===== config.mk =====
export PLATFORM = sky130hd
export DESIGN_NAME = peasant_div_nxn
export DESIGN_NICKNAME = d
export VERILOG_FILES = /design/src/rtl/peasant_div_nxn.sv
export SDC_FILE = /design/constraint.sdc
export NUM_CORES = 1
export LEC_CHECK = 0
export ABC_AREA = 1
export BUFFER_PORTS_ARGS = -buffer_cell sky130_fd_sc_hd__buf_2
export CAP_MARGIN = 10
export CORE_MARGIN = 1
export CORE_UTILIZATION = 52
export DETAILED_ROUTE_END_ITERATION = 7
export PLACE_DENSITY = 0.76
export SLEW_MARGIN = 20
export SYNTH_ARGS = -nofsm -noshare
export SYNTH_HDL_FRONTEND = slang
export SYNTH_SLANG_ARGS = --single-unit

===== constraint.sdc =====
create_clock -name clk_i -period 1.99 [get_ports clk_i]
set_input_delay 0.597 -clock clk_i [delete_from_list [all_inputs] [get_ports clk_i]]
set_output_delay 0.597 -clock clk_i [all_outputs]
set_load 0.05 [all_outputs]

===== src/rtl/peasant_div_nxn.sv =====
// rtl/peasant_div_nxn.sv - restoring shift-subtract divider, one quotient bit per clock
// Optional macro PEASANT_DIV_SIGNED_EN selects two's-complement operands (sign fix on completion edge).
module peasant_div_nxn #(
    parameter int n = 16
) (
    input  logic         clk_i,
    input  logic         rst_i,
    input  logic         start_i,
    input  logic [n-1:0] data0_i,
    input  logic [n-1:0] data1_i,
    output logic [n-1:0] q_o,
    output logic [n-1:0] r_o,
    output logic         fl_o,
    output logic         busy_o,
    output logic         dz_o
);
    localparam int CW = (n > 1) ? $clog2(n) : 1;

    typedef enum logic [1:0] {IDLE, RUN, DONE} state_t;

    state_t         state_q, state_d;
    logic [CW-1:0]  cnt_q, cnt_d;
    logic [n-1:0]   rem_q, rem_d;
    logic [n-1:0]   quo_q, quo_d;
    logic [n-1:0]   dvs_q, dvs_d;
    logic [n-1:0]   q_q, q_d;
    logic [n-1:0]   r_q, r_d;
    logic           fl_q, fl_d;
    logic           dz_q, dz_d;

    logic [n:0]     shifted, trial;
    logic [n-1:0]   rem_nx, quo_nx;
    logic [n-1:0]   a_op, b_op, q_fix, r_fix;

`ifdef PEASANT_DIV_SIGNED_EN
    logic negq_q, negq_d, negr_q, negr_d;

    assign a_op  = data0_i[n-1] ? -data0_i : data0_i;
    assign b_op  = data1_i[n-1] ? -data1_i : data1_i;
    // Quotient is negative when signs differ; remainder follows the dividend.
    assign q_fix = negq_q ? -quo_nx : quo_nx;
    assign r_fix = negr_q ? -rem_nx : rem_nx;
`else
    assign a_op  = data0_i;
    assign b_op  = data1_i;
    assign q_fix = quo_nx;
    assign r_fix = rem_nx;
`endif

    // Partial remainder is always below the divisor, so n bits hold it between iterations.
    always_comb begin
        shifted = {rem_q, quo_q[n-1]};
        trial   = shifted - {1'b0, dvs_q};
        if (!trial[n]) begin
            rem_nx = trial[n-1:0];
            quo_nx = {quo_q[n-2:0], 1'b1};
        end else begin
            rem_nx = shifted[n-1:0];
            quo_nx = {quo_q[n-2:0], 1'b0};
        end
    end

    always_comb begin
        state_d = state_q;
        cnt_d   = cnt_q;
        rem_d   = rem_q;
        quo_d   = quo_q;
        dvs_d   = dvs_q;
        q_d     = q_q;
        r_d     = r_q;
        fl_d    = fl_q;
        dz_d    = dz_q;
`ifdef PEASANT_DIV_SIGNED_EN
        negq_d  = negq_q;
        negr_d  = negr_q;
`endif
        case (state_q)
            IDLE, DONE: begin
                if (start_i) begin
                    if (data1_i != '0) begin
                        state_d = RUN;
                        cnt_d   = CW'(n - 1);
                        rem_d   = '0;
                        quo_d   = a_op;
                        dvs_d   = b_op;
                        fl_d    = 1'b0;
                        dz_d    = 1'b0;
`ifdef PEASANT_DIV_SIGNED_EN
                        negq_d  = data0_i[n-1] ^ data1_i[n-1];
                        negr_d  = data0_i[n-1];
`endif
                    end else begin
                        state_d = DONE;
                        q_d     = '1;
                        r_d     = data0_i;
                        fl_d    = 1'b1;
                        dz_d    = 1'b1;
                    end
                end
            end
            RUN: begin
                rem_d = rem_nx;
                quo_d = quo_nx;
                if (cnt_q == '0) begin
                    state_d = DONE;
                    q_d     = q_fix;
                    r_d     = r_fix;
                    fl_d    = 1'b1;
                end else begin
                    cnt_d = cnt_q - CW'(1);
                end
            end
            default: state_d = IDLE;
        endcase
    end

    always_ff @(posedge clk_i) begin
        if (rst_i) begin
            state_q <= IDLE;
            cnt_q   <= '0;
            rem_q   <= '0;
            quo_q   <= '0;
            dvs_q   <= '0;
            q_q     <= '0;
            r_q     <= '0;
            fl_q    <= 1'b0;
            dz_q    <= 1'b0;
`ifdef PEASANT_DIV_SIGNED_EN
            negq_q  <= 1'b0;
            negr_q  <= 1'b0;
`endif
        end else begin
            state_q <= state_d;
            cnt_q   <= cnt_d;
            rem_q   <= rem_d;
            quo_q   <= quo_d;
            dvs_q   <= dvs_d;
            q_q     <= q_d;
            r_q     <= r_d;
            fl_q    <= fl_d;
            dz_q    <= dz_d;
`ifdef PEASANT_DIV_SIGNED_EN
            negq_q  <= negq_d;
            negr_q  <= negr_d;
`endif
        end
    end

    assign q_o    = q_q;
    assign r_o    = r_q;
    assign fl_o   = fl_q;
    assign dz_o   = dz_q;
    assign busy_o = (state_q == RUN);
endmodule


# Yosys cells after proc, flatten, opt, wreduce, memory -nomap -nowiden
# Cells that the tools add are included.
[classes]
n_addsub = 2
multipliers = 0
n_div = 0
n_lt_le_gt_ge = 0
eq_ne = 7
shift = 0
muxes = 28
bitwise = 0
reduce_logical = 12
[op_table]
columns = ["operator", "n"]
rows = [
  ["16-bit 2-to-1 mux", 11],
  ["16-bit case mux with 2 select lines", 4],
  ["17-bit by 16-bit subtractor with 17-bit output", 1],
  ["16-bit nonzero test", 1],
  ["4-bit 2-to-1 mux", 3],
  ["3-bit AND reduction", 3],
  ["2-bit != test (second input constant)", 4],
  ["4-bit case mux with 2 select lines", 1],
  ["4-bit AND reduction", 2],
  ["2-bit 2-to-1 mux", 3],
  ["4-bit zero test", 1],
  ["1-bit 2-to-1 mux", 4],
  ["2-bit case mux with 2 select lines", 1],
  ["2-bit AND reduction", 2],
  ["4-bit by 1-bit subtractor with 4-bit output (second input constant)", 1],
  ["2-bit by 1-bit == test with 1-bit output (second input constant)", 1],
  ["2-bit == test (second input constant)", 1],
  ["2-bit zero test", 1],
  ["2-bit by 1-bit != test with 1-bit output (second input constant)", 1],
  ["1-bit case mux with 2 select lines", 1],
  ["2-bit nonzero test", 1],
  ["2-bit OR reduction", 1],
]
[word_totals]
register_bits = 88
latch_bits = 0
ram_bits = 0
mem_bits_ro = 0
out_inout_bits = 35
mem_count = 0

# Logic depth before layout (Yosys ltp)
[logic_depth]
depth_word = 4
depth_mapped = 17

# Worst setup path after synthesis
# No wires, ideal clock.
[synth_path]
path_kind = "reg2reg"
from = "reg quo_q[15]"
to = "reg q_q[0] (netlist: q_o[0])"
setup_ns = 0.117
t_arrival_ns = 1.877
path_slack_ns = -0.003
stages_incl_launch_ff = 16
path_buffers = 1
synth_period_minus_slack_ns = 1.993
path_cell_list = "dfxtp_1 -> inv_1 -> ha_1 -> inv_1 -> fa_1 -> nand2_1 -> nand2_1 -> nand3_1 -> nand2_2 -> nand2_2 -> nand3_1 -> nand2_4 -> buf_8 -> nand3_1 -> o211ai_1 -> inv_1"
[synth_between]
elab_chain_cells = 4
[synth_lines]
columns = ["item", "line_no", "source"]
rows = [
  ["start, declared", "24", "logic [n-1:0] quo_q, quo_d;"],
  ["start signal, assigned", "136", "quo_q <= quo_d;"],
  ["17-bit by 16-bit subtractor with 17-bit output", "53", "trial = shifted - {1'b0, dvs_q};"],
  ["1-bit 2-to-1 mux", "54", "if (!trial[n]) begin"],
  ["16-bit 2-to-1 mux", "104", "if (cnt_q == '0) begin"],
  ["16-bit case mux with 2 select lines", "77", "case (state_q)"],
  ["end signal, assigned", "138", "q_q <= q_d;"],
  ["end, declared", "26", "logic [n-1:0] q_q, q_d;"],
]
# No other way between the ends. The select of a mux whose other input is x is not followed.
# A chain may end at the register's enable or synchronous reset.

# Final worst setup path
[layout_path]
from = "reg quo_q[15]"
to = "reg r_q[7] (netlist: r_o[7])"
[layout_between]
elab_chain_cells = 4
[layout_lines]
columns = ["item", "line_no", "source"]
rows = [
  ["17-bit by 16-bit subtractor with 17-bit output", "53", ""],
  ["16-bit 2-to-1 mux", "54", ""],
  ["16-bit 2-to-1 mux", "104", ""],
  ["16-bit case mux with 2 select lines", "77", ""],
  ["end signal, assigned", "139", "r_q <= r_d;"],
  ["end, declared", "27", "logic [n-1:0] r_q, r_d;"],
]
# No other way between the ends. The select of a mux whose other input is x is not followed.

==> results.tsv <==
stage	metric	value	unit
timing	slew_headroom	72.2	%
final_layout	layout-drive-gt1-share	26.7	%
final_layout	layout_commonest_cell	nand2_1	
pwr	netSwitchingFraction	39.0	%
synth	yosys.cell_types.count	33	
synth	ys_seq_area_share	35.3	%
synth	yosysWarnings	0	
routing	drt_iter0_markers	404	
die	die_y	99.9	um
die	io-pin-count	70	
pwr	internal_power	3360	uW
clocking	cts_buffer_depth	2	
pwr	power_frac_clock	26.0	%
final_layout	final_cell_mix	nand2_1, inv_1, dfxtp_1, nor2_1, buf_2	
pwr	vdd_drop_max	0.596	mV
synth	synth_seq_cells	88	
routing	drc	0	
clocking	cts_buffers	9	
timing	fin_skew	0.0109	ns
setup_path	crit_slowest_cell	fa_2	
global_routing	grt_overflow_total	0	
final_layout	post-route-util	68.6	%
timing	hold_viol	0	
timing	hold_ws	0.462	ns
placement	place.gp.congestion	0.901	
die	design.die.area	9990	um^2
setup_path	crit_start	quo_q[15]	
placement	portBuffers	69	
synth	synth_top_area_share	35.3	%
setup_path	path_cells	inv_2 -> ha_4 -> inv_2 -> fa_2 -> nand2_2 -> nand2_2 -> nand3_2 -> nand2_2 -> nand2_4 -> nand2_4 -> nand2_4 -> nand2_4 -> buf_12 -> nand3_2 -> nand3_1 -> nand2_1 -> inv_1	
clocking	root_buffer	clkbuf_8	
outcome	status	finished, violations left	
pwr	pwr-share-seq	37.0	%
routing	wl_per_cell	14.5	um
pwr	p_per_area	866	nW/um^2
setup_path	cp.required	2.26	ns
synth	syn_area_per_cell	6.68	um^2
global_routing	grt_pass1_vias	4935	
setup_path	crit_fanout	9	
timing	setup_viol	33	
routing	via_per_inst	5.30	
timing	report.final.slew_viol_count	0	
routing	routed_wl	14400	um
clocking	cts_sinks	88	
pwr	cellLeakagePower	0.00331	uW
global_routing	antenna_found_initial	0	
die	die-width	99.9	um
setup_path	path_common_cell	nand2_4	
timing	setup_ws	-0.0958	ns
clocking	clk_pin_slew_worst_paths	0.09	ns
hold_path	min_path_type	flop to flop	
global_routing	grt_pass1_wl	23100	um
pwr	share_comb_of_total_power	36.9	%
die	rows	35	
setup_path	crit_path_max_incr_delay	0.35	ns
setup_path	r2r_slack	-0.1	ns
synth	synthTopCellsByArea	dfxtp_1, nand2_1, inv_1	
clocking	htreeDepth	3	
job	timing.max_cap.violations	0	
hold_path	min_from	dvs_q[5]	
final_layout	num_antenna_cells	0	
synth	yosysTopAreaCell	dfxtp_1	
synth	synth_fp_nets	801	
synth	synthesis.area	4990	um^2
global_routing	grtUsageTotal	29.4	%
final_layout	area_growth	27.6	%
die	fp.coreArea	9280	um^2
setup_path	end_kind	flop	
setup_path	crit_arrival	2.36	ns
setup_path	r2r-start	quo_q[15]	
timing	fmax	479	MHz
clocking	cts_tree	yes	
routing	ant_nets	0	
setup_path	critPathKind	flop to flop	
pwr	p_sw	2150	uW
timing	fin_tns_setup	-1.92	ns
routing	vias	5241	
final_layout	final_nets	910	
timing	rsz0062_at_grt	true	
clocking	clock_latency	0.37	ns
timing	worstMarginPinSlew	0.416	ns
placement	hpwlAfterDp	10100	um
clocking	hold_buffers	0	
synth	synthCells	747	
timing	finalCritPeriodShare	105	%
timing	min_period	2.09	ns
die	start_util	53.7	%
routing	drtPass1Iterations	5	
global_routing	grt_max_degree	68	
outcome	failed_checks	setup timing	
setup_path	startpoint_type	flop	
==> path summary, 6_finish.rpt <==
check	endpoint	cells past startpoint
setup / recovery	r_o[7]	17
hold / removal	dvs_q[5]	2
setup reg to reg	r_o[7]	17
hold reg to reg	dvs_q[5]	2
==> registers in the layout (all words and copies together) (netlist names) <==
signal / count
cnt_q: 4
quo_q: 16
rem_q: 16
r_o: 16
state_q: 2
dvs_q: 16
fl_o: 1
q_o: 16
dz_o: 1
==> cell families (layout without fill, tap and decap cells) <==
family / count (synthesis) / count (layout) / synth area share [%]
AND/OR/NAND/NOR: 359 / 361 / 32.8
buffers and inverters: 143 / 254 / 11.9
AO/OA/AOI/OAI: 130 / 130 / 13.7
flip-flops: 88 / 88 / 35.3
adder cells (fa/ha/maj): 19 / 19 / 4.92
XOR/XNOR: 8 / 8 / 1.40
==> synthesized netlist by cell type, drive strengths merged <==
master  instances
clkbuf         17
dfxtp          88
o22ai           1
a21oi          61
nand4           4
ha             18
xor2            8
or2             1
nand3          84
buf            16
o21ai          66
nor3           12
o211ai          1
fa              1
and2            4
inv           110
nor2           81
nand2         173
a31oi           1
==> cell type report <==
cell class	instances	area, um^2
Multi-Input combinational cell	518	2920
Tap cell	129	161
Sequential cell	88	1760
Clock inverter	6	93.8
Timing Repair Buffer	129	885
Clock buffer	9	124
Inverter	110	415
Fill cell	791	2920
==> power groups by stage <==
stage | sequential (uW) | clock (uW) | combinational, uW
after floorplan | 2330 | 0 | 1010
after global placement | 2070 | 0 | 1770
after detailed placement | 2070 | 0 | 1800
after CTS | 2040 | 1420 | 1940
after global routing | 2060 | 1510 | 2220
final | 2040 | 1430 | 2040
==> routing by layer <==
layer	vias to the layer above	track usage [%]	share of wire, %
met1	2387	37.8	42
met5	-	0	0
met3	33	4.53	6.7
li1	2596	-	-
met4	0	12.2	2.2
met2	225	49.1	49
==> per-stage QoR <==
| stage | worst slack, ns | power (uW) | area [um^2] | instances |
|---|---|---|---|---|
| after floorplan | 0.00850 | 3340 | 4990 | 747 |
| after global placement | -0.177 | 3840 | 5780 | 965 |
| after detailed placement | -0.201 | 3880 | 5780 | 965 |
| after CTS | -0.0302 | 5400 | 6180 | 986 |
| after global routing | -0.178 | 5800 | 6360 | 989 |
| final | -0.0958 | 5510 | 6360 | 989 |
==> worst max-delay path: cells and delay by family (launching register included) <==
family	cells	cell delay (ns)
adder cells (fa/ha/maj)	2	0.47
flip-flops	1	0.34
buffers and inverters	4	0.29
AND/OR/NAND/NOR	11	0.87
==> repair_timing <==
item | 4_1_cts | 5_1_grt
gates resized for setup | 31 | 31
setup endpoints to repair | 34 | 35
cloned | 2 | 0
setup buffers | 4 | 3
pin swaps | 3 | 14
No activity file was read; power rests on OpenSTA's default activity.
